### src/rtl/shreg_pkg.sv
// Shared definitions for the universal shift sequencer: mode codes, FSM
// state encoding and the mode classifier.
// Optional feature macro: SHIFT_ROTATE_EN (enables ROL/ROR).
package shreg_pkg;

  localparam logic [2:0] MODE_HOLD = 3'b000;
  localparam logic [2:0] MODE_LOAD = 3'b001;
  localparam logic [2:0] MODE_SHL  = 3'b010;
  localparam logic [2:0] MODE_SHR  = 3'b011;
  localparam logic [2:0] MODE_ASR  = 3'b100;
  localparam logic [2:0] MODE_ROL  = 3'b101;
  localparam logic [2:0] MODE_ROR  = 3'b110;
  localparam logic [2:0] MODE_RSVD = 3'b111;

  typedef enum logic [1:0] {
    ST_IDLE = 2'd0,
    ST_RUN  = 2'd1,
    ST_DONE = 2'd2
  } state_t;

  // True for modes that take Amt single-bit steps; everything else
  // (HOLD, LOAD, reserved, rotates when compiled out) finishes in one cycle.
  function automatic logic is_step_mode(input logic [2:0] mode);
    logic r;
    r = 1'b0;
    case (mode)
      MODE_SHL, MODE_SHR, MODE_ASR: r = 1'b1;
`ifdef SHIFT_ROTATE_EN
      MODE_ROL, MODE_ROR:           r = 1'b1;
`endif
      default:                      r = 1'b0;
    endcase
    return r;
  endfunction

endpackage

### src/rtl/shreg_step.sv
// Single-step next-value function: one bit of shift/rotate per call.
// Optional feature macro: SHIFT_ROTATE_EN (rotate paths only exist when set).
module shreg_step
  import shreg_pkg::*;
#(
  parameter int W = 8
) (
  input  logic [W-1:0] cur,
  input  logic [2:0]   mode,
  input  logic         inl,
  input  logic         inr,
  output logic [W-1:0] nxt,
  output logic         carry_nxt
);

  // Non-step modes pass the word through; their carry output is unused.
  always_comb begin
    nxt       = cur;
    carry_nxt = 1'b0;
    case (mode)
      MODE_SHL: begin nxt = {cur[W-2:0], inl};      carry_nxt = cur[W-1]; end
      MODE_SHR: begin nxt = {inr, cur[W-1:1]};      carry_nxt = cur[0];   end
      MODE_ASR: begin nxt = {cur[W-1], cur[W-1:1]}; carry_nxt = cur[0];   end
`ifdef SHIFT_ROTATE_EN
      MODE_ROL: begin nxt = {cur[W-2:0], cur[W-1]}; carry_nxt = cur[W-1]; end
      MODE_ROR: begin nxt = {cur[0], cur[W-1:1]};   carry_nxt = cur[0];   end
`endif
      default: begin nxt = cur; carry_nxt = 1'b0; end
    endcase
  end

endmodule

### src/rtl/univ_shift_seq.sv
// Universal shift register with multi-cycle sequencer (Start/Busy/Done).
// Optional feature macro: SHIFT_ROTATE_EN (ROL/ROR; otherwise they act as HOLD).
module univ_shift_seq
  import shreg_pkg::*;
#(
  parameter int W  = 8,
  parameter int AW = $clog2(W) + 1
) (
  input  logic          CLK,
  input  logic          RES,
  input  logic [W-1:0]  InA,
  input  logic          InR,
  input  logic          InL,
  input  logic [2:0]    Mode,
  input  logic [AW-1:0] Amt,
  input  logic          Start,
  output logic          Busy,
  output logic          Done,
  output logic [W-1:0]  Out,
  output logic          CarryOut
);

  state_t        state;
  logic [2:0]    mode_q;
  logic [AW-1:0] count;

  logic [2:0]    step_mode;
  logic [W-1:0]  step_out;
  logic          step_carry;

  // First step uses the live Mode (accepted this edge); later steps the latched one.
  always_comb begin
    step_mode = (state == ST_IDLE) ? Mode : mode_q;
  end

  shreg_step #(.W(W)) u_step (
    .cur       (Out),
    .mode      (step_mode),
    .inl       (InL),
    .inr       (InR),
    .nxt       (step_out),
    .carry_nxt (step_carry)
  );

  // Sequencer FSM, step counter and output registers.
  always_ff @(posedge CLK or negedge RES) begin
    if (!RES) begin
      state    <= ST_IDLE;
      mode_q   <= MODE_HOLD;
      count    <= '0;
      Out      <= '0;
      CarryOut <= 1'b0;
      Busy     <= 1'b0;
      Done     <= 1'b0;
    end else begin
      case (state)
        ST_IDLE: begin
          Done <= 1'b0;
          Busy <= 1'b0;
          if (Start) begin
            mode_q <= Mode;
            if (Mode == MODE_LOAD) begin
              Out      <= InA;
              CarryOut <= 1'b0;
              count    <= '0;
              state    <= ST_DONE;
              Done     <= 1'b1;
            end else if (is_step_mode(Mode) && (Amt != '0)) begin
              Out      <= step_out;
              CarryOut <= step_carry;
              count    <= Amt - AW'(1);
              if (Amt == AW'(1)) begin
                state <= ST_DONE;
                Done  <= 1'b1;
              end else begin
                state <= ST_RUN;
                Busy  <= 1'b1;
              end
            end else begin
              // HOLD, reserved, disabled rotate, or zero amount: no change.
              count <= '0;
              state <= ST_DONE;
              Done  <= 1'b1;
            end
          end
        end
        ST_RUN: begin
          Out      <= step_out;
          CarryOut <= step_carry;
          count    <= count - AW'(1);
          if (count == AW'(1)) begin
            state <= ST_DONE;
            Busy  <= 1'b0;
            Done  <= 1'b1;
          end
        end
        ST_DONE: begin
          Done  <= 1'b0;
          Busy  <= 1'b0;
          state <= ST_IDLE;
        end
        default: begin
          state <= ST_IDLE;
          Busy  <= 1'b0;
          Done  <= 1'b0;
        end
      endcase
    end
  end

endmodule

### config.mk
export PLATFORM = sky130hd
export DESIGN_NAME = univ_shift_seq
export DESIGN_NICKNAME = d
export VERILOG_FILES = /design/src/rtl/shreg_pkg.sv /design/src/rtl/shreg_step.sv /design/src/rtl/univ_shift_seq.sv
export SDC_FILE = /design/constraint.sdc
export NUM_CORES = 1
export LEC_CHECK = 0
export ABC_AREA = 1
export CAP_MARGIN = 20
export CORE_AREA = 2 2 60 62
export CTS_CLUSTER_SIZE = 10
export DETAILED_ROUTE_END_ITERATION = 6
export DIE_AREA = 0 0 62 64
export PLACE_DENSITY = 0.69
export SYNTH_ARGS = -nofsm -noshare
export SYNTH_HDL_FRONTEND = slang
export SYNTH_SLANG_ARGS = --single-unit
### constraint.sdc
create_clock -name CLK -period 1.8 [get_ports CLK]
set_clock_uncertainty 0.1 [all_clocks]
set_input_delay 0.36 -clock CLK [delete_from_list [all_inputs] [get_ports CLK]]
set_output_delay 0.36 -clock CLK [all_outputs]
set_load 0.05 [all_outputs]
==> impl_metrics.tcl, run 1 <==
set metrics [dict create \
    postLayoutCoreUtil 0.586 \
    p_sw_frac 0.509 \
    tightest_slew_ns 0.271 \
    drtAntennaViolNets 0 \
    antenna_cells 0 \
    synth_cell_type_count 23 \
    cts_buffers 3 \
    final_nets 287 \
    hold_violations 0 \
    drc 0 \
    fmax_mhz 595 \
    maxSlewHeadroom 0.817 \
    fin_crit_ns 1.68 \
    path_class "in2reg" \
    rsz0062_at_grt "yes" \
    final_layout_size_suffix_gt1_frac 0.176 \
    routed_wirelength_um 3320 \
    netlist_area_um2 1410 \
    ys_ff_latch 20 \
    leakage_uw 0.00103 \
    cts_tree "built" \
    post_cts_buffers 0 \
    postSynth.asyncResetShare 1.00 \
    place.gp.congestion 0.834 \
    synth.largest_area_cell "dfrtp_1" \
    internal_power_uw 1570 \
    synth_fp_nets 238 \
    syn_avg_cell_area_um2 6.61 \
    clockBufferDepth 2 \
    netlist_top_cells_count "nand2_1, inv_1, nor2_1" \
    n_fill_cell 331 \
    clock_sinks 20 \
    cts-hold-fix-buffers 0 \
    ir_worst_vdd_uv 593 \
    core_um2 3280 \
    num_vias 1464 \
    synth_edf_count 0 \
    slew_viol_final 0 \
    ys_seq_area_frac 0.354 \
    dr.pass1.iters 4 \
    setup_viol 0 \
    netlist_instances 214 \
    grt_usage 0.188 \
    die_h_um 64 \
    dieWidth_um 62 \
    post_drt_wl_per_cell_um 10.8 \
    grt_pass1_wl_um 5690 \
    p_switching_uw 1620 \
    outcome "finished, final reports clean" \
    critPathMaxFanout 3 \
    placed_cells 304 \
    synth_top_area_frac 0.354 \
    start_kind "input pin" \
    grt_pass1_vias 1353 \
    hp-class "in2async" \
    gr-total-overflow 0 \
    path_clk_slew_ns 0.12 \
    rows 21 \
    cp_data_arrival_time_ns 1.80 \
    htreeDepth 1 \
    synthFlopType "dfrtp_1" \
    routed_via_density 4.75 \
    grt_max_degree 21 \
    clkPwrFrac 0.120 \
    drt-initial-drc-count 112 \
    p_seq_frac 0.268 \
    synth_area_leaders "dfrtp_1, nand2_1, nand3_1, inv_1, nor2_1" \
    power_density_nw_per_um2 1660 \
    initial_core_util 0.430 \
    clk_latency_ns 0.32 \
    die_area_um2 3970 \
    dp_hpwl_um 2530 \
    clockRootBuffer "clkbuf_4" \
    combPwrFrac 0.612 \
    end_kind "register" \
    pin_count 31 \
    yosysMostFrequentCell "nand2_1" \
    antenna_found_initial 0 \
    fin_cells 308 \
    yosysWarnings 0 \
    area_growth_pct 36.1 \
    timing.max_cap.violations 0 \
    cp.required_ns 1.92 \
    io_buffers 30 \
    min_period_over_period 0.934 \
]
[stage by stage]
stage	cell area (um^2)	TNS (ns)	power, uW	worst slack, ns	hold slack [ns]
final	1920	0	3190	0.120	0.271
after global routing	1920	-0.00668	3510	-0.00668	0.294
after CTS	1910	0	3180	0.0541	0.279
after detailed placement	1860	-2.84	2800	-0.298	0.367
after global placement	1860	-2.14	2770	-0.236	0.372
after floorplan	1410	0	2230	0.310	-0.0356
[final timing paths]
check | from | to | slack, ns | cells past startpoint
max | Amt[0] | Done | 0.12 | 9
min | RES | Out[7] | 0.27 | 2
max reg2reg | state[1] | Out[3] | 0.20 | 9
min reg2reg | CarryOut | CarryOut | 0.40 | 2
max in group asynchronous | RES | state[1] | 1.09 | 2
min in group CLK | CarryOut | CarryOut | 0.40 | 2
[registers in the layout (all words and copies together) (netlist names)]
signal	cells
CarryOut	1
mode_q	3
Busy	1
Out	8
state	2
Done	1
count	4
[power groups by stage]
stage / sequential, uW / combinational [uW] / clock (uW)
2_1_floorplan: 1160 / 1070 / 0
3_3_place_gp: 862 / 1910 / 0
3_5_place_dp: 861 / 1940 / 0
4_1_cts: 855 / 1940 / 388
5_1_grt: 891 / 2210 / 412
6_report: 855 / 1950 / 383
[worst max-delay path, stage by stage]
cell             delay, ns
clkdlybuf4s50_1       0.48
inv_1                 0.06
ha_1                  0.20
nand3_1               0.08
nand3_1               0.12
a31oi_1               0.22
inv_1                 0.07
o21ai_1               0.15
nand2_1               0.06
[metal layers]
metal,track usage,vias up,wire (um)
met3,0.0243,6,156
met4,0.0585,0,44
met1,0.237,656,1510
met2,0.320,31,1600
met5,0,-,0
li1,-,771,-
[placed cells by master, fill, tap and decap left out]
| cell type | count |
|---|---|
| inv_1 | 27 |
| nand2_1 | 70 |
| o21ai_1 | 1 |
| a22oi_1 | 1 |
| nand3_4 | 2 |
| nor2_1 | 27 |
| o22ai_1 | 1 |
| nand2_4 | 1 |
| nand4_1 | 1 |
| o21ai_0 | 6 |
| clkbuf_4 | 3 |
| clkdlybuf4s50_1 | 19 |
| buf_4 | 26 |
| nand3_1 | 22 |
| o221ai_1 | 2 |
| a31oi_1 | 3 |
| dfrtp_1 | 19 |
| bufinv_16 | 1 |
| buf_12 | 1 |
| nor3_1 | 8 |
| dfrtp_2 | 1 |
| a21oi_1 | 3 |
| xor2_1 | 2 |
| nor2_4 | 2 |
| nand2_2 | 6 |
| ha_1 | 4 |
| inv_2 | 3 |
[timing repair]
item | in CTS | in global routing
resized for setup | 0 | 4
hold endpoints to repair | 0 | 0
endpoints found under the setup margin | 0 | 7
[cell families (layout without fill, tap and decap cells)]
group / after synthesis / in the layout / share of synthesized area
DFF: 20 / 20 / 0.354
adders and majority gates: 4 / 4 / 0.0354
and+or+nand+nor: 139 / 139 / 0.436
buffers and inverters: 32 / 80 / 0.0911
AOI/OAI and AO/OA: 17 / 17 / 0.0708
xor gates and xnor gates: 2 / 2 / 0.0124
[final cells by class]
type	instances	area [um^2]	area share
multi-input cells	162	795	0.413
flip-flops and latches	20	502	0.261
repair buffers	46	405	0.211
inverters	30	113	0.0585
well taps	46	57.6	0.0299
clock inverters	1	30.0	0.0156
clock buffers	3	22.5	0.0117
Note: power is estimated with default switching activity, not from simulation.
==> inputs of run 2 (changes only) <==
--- a/config.mk
+++ b/config.mk
@@ -7,10 +7,10 @@
 export LEC_CHECK = 0
 export ABC_AREA = 1
 export CAP_MARGIN = 20
-export CORE_AREA = 2 2 60 62
+export CORE_AREA = 3 3 61 63
 export CTS_CLUSTER_SIZE = 10
 export DETAILED_ROUTE_END_ITERATION = 6
-export DIE_AREA = 0 0 62 64
+export DIE_AREA = 0 0 64 66
 export PLACE_DENSITY = 0.69
 export SYNTH_ARGS = -nofsm -noshare
 export SYNTH_HDL_FRONTEND = slang
==> impl_metrics.tcl, run 2 (synthesis gave the netlist of run 1 again) <==
set metrics [dict create \
    outcome "finished, final reports clean" \
    hp-class "in2async" \
    final_nets 287 \
    gr-total-overflow 0 \
    dpl-instance-area_um2 1860 \
    area_growth_pct 34.6 \
    reg2reg_from "state[0]" \
    antenna_cells 0 \
    post_drt_wl_per_cell_um 10.9 \
    combPwrFrac 0.644 \
    cts_tree "built" \
    fin_crit_ns 1.69 \
    cts-hold-fix-buffers 0 \
    tns_ns 0 \
    fmax_mhz 592 \
    place.gp.congestion 0.830 \
    grt-busiest-layer "met2" \
    core_um2 3280 \
    met2_usage 0.317 \
    grt.met3_usage 0.0425 \
    critPathMaxFanout 3 \
    leakage_uw 0.00102 \
    end_kind "register" \
    path_clk_slew_ns 0.12 \
    die_h_um 66 \
    r2r_cells 9 \
    die_area_um2 4220 \
    dp_hpwl_um 2600 \
    rrSetupSlack_ns 0.13 \
    timing.max_cap.violations 0 \
    power_density_nw_per_um2 1590 \
    start_kind "input pin" \
    num_vias 1448 \
    min_period_over_period 0.938 \
    clock_sinks 20 \
    clockRootBuffer "clkbuf_4" \
    final_layout_size_suffix_gt1_frac 0.176 \
    grt_usage 0.172 \
    pin_count 31 \
    top_register "Out" \
    reg.largest.list "Out (8), count (4), mode_q (3)" \
    max_stage_delay_ns 0.48 \
    maxSlewHeadroom 0.814 \
    p_seq_frac 0.282 \
    cp_slowest_cell "clkdlybuf4s50_1" \
    cp.required_ns 1.90 \
    crit_family "buffers and inverters" \
    grtUsageMet1 0.191 \
    p_sw_frac 0.532 \
    path_class "in2reg" \
    drt-initial-drc-count 93 \
    drc 0 \
    p_switching_uw 1610 \
    layout_commonest_cell "nand2_1" \
    cts_buffers 3 \
    final_cell_mix "nand2_1, inv_1, nor2_1" \
    setup_viol 0 \
    cp_data_arrival_time_ns 1.79 \
    grt_max_degree 21 \
    routed_via_density 4.72 \
    dieWidth_um 64 \
    clkPwrFrac 0.073 \
    tightest_slew_ns 0.277 \
    path_cells "clkdlybuf4s50_1 > inv_1 > ha_1 > nand3_1 > nand3_1 > a31oi_2 > inv_1 > o21ai_1 > nand2_1" \
    clockBufferDepth 2 \
    grt_pass1_wl_um 5780 \
    htreeDepth 1 \
    rows 21 \
    antenna_found_initial 0 \
    reg2reg_to "Out[1]" \
    dr.pass1.iters 4 \
    slew_viol_final 0 \
    drtAntennaViolNets 0 \
    routed_wirelength_um 3350 \
    initial_core_util 0.430 \
    hold_violations 0 \
    io_buffers 30 \
    grt_pass1_vias 1367 \
    critPathBufInv 3 \
    largest_reg_flops 8 \
    internal_power_uw 1420 \
    clk_latency_ns 0.30 \
    stdcell_area_um2 1900 \
    ir_worst_vdd_uv 684 \
]
## run 2: metrics by stage
stage	util	cells	total power (uW)	setup WS (ns)	hold WS, ns
global placement	0.566	304	2770	-0.224	0.371
floorplan	-	214	2230	0.310	-0.0356
global route	0.579	307	3310	-0.0116	0.285
CTS	0.573	307	3030	0.0748	0.277
detailed placement	0.566	304	2800	-0.264	0.369
finish	0.579	307	3030	0.112	0.282
## run 2: worst register-to-register path: cells and delay by family, from the launching register on
kind	cells	cell delay, ns
AND/OR/NAND/NOR	9	1.06
flip-flops	1	0.47
## run 2: worst max-delay path by stage
stage	from	end	depth (start not counted)
2_1_floorplan	Amt[1]	Out[0]	10
3_3_place_gp	Amt[0]	Done	9
3_5_place_dp	Amt[0]	Done	9
4_1_cts	Amt[0]	Done	9
5_1_grt	Amt[0]	count[1]	8
6_report	Amt[0]	Done	9
## run 2: timing repair
item,CTS,global route
hold endpoints to repair,0,0
buffers inserted,0,0
gates resized for setup,0,5
endpoints found under the setup margin,0,5
## run 2: per-layer routing
metal / routed length (um) / share of wire / vias up
met5: 0 / 0 / -
met4: 59 / 0.018 / 0
met3: 184 / 0.055 / 6
met2: 1650 / 0.49 / 32
met1: 1450 / 0.43 / 630
li1: - / - / 780
## run 2: power groups by stage
stage	combinational (uW)	sequential (uW)	clock, uW
2_1_floorplan	1070	1160	0
3_3_place_gp	1910	858	0
3_5_place_dp	1940	861	0
4_1_cts	1940	853	235
5_1_grt	2170	885	254
6_report	1950	855	222
## run 2: cell type report
| class | count | area (um^2) |
|---|---|---|
| sequential | 20 | 502 |
| inverter | 30 | 113 |
| clock buffer | 3 | 22.5 |
| tap | 46 | 57.6 |
| multi-input combinational | 162 | 803 |
| timing repair buffer | 46 | 405 |
| fill | 320 | 1380 |
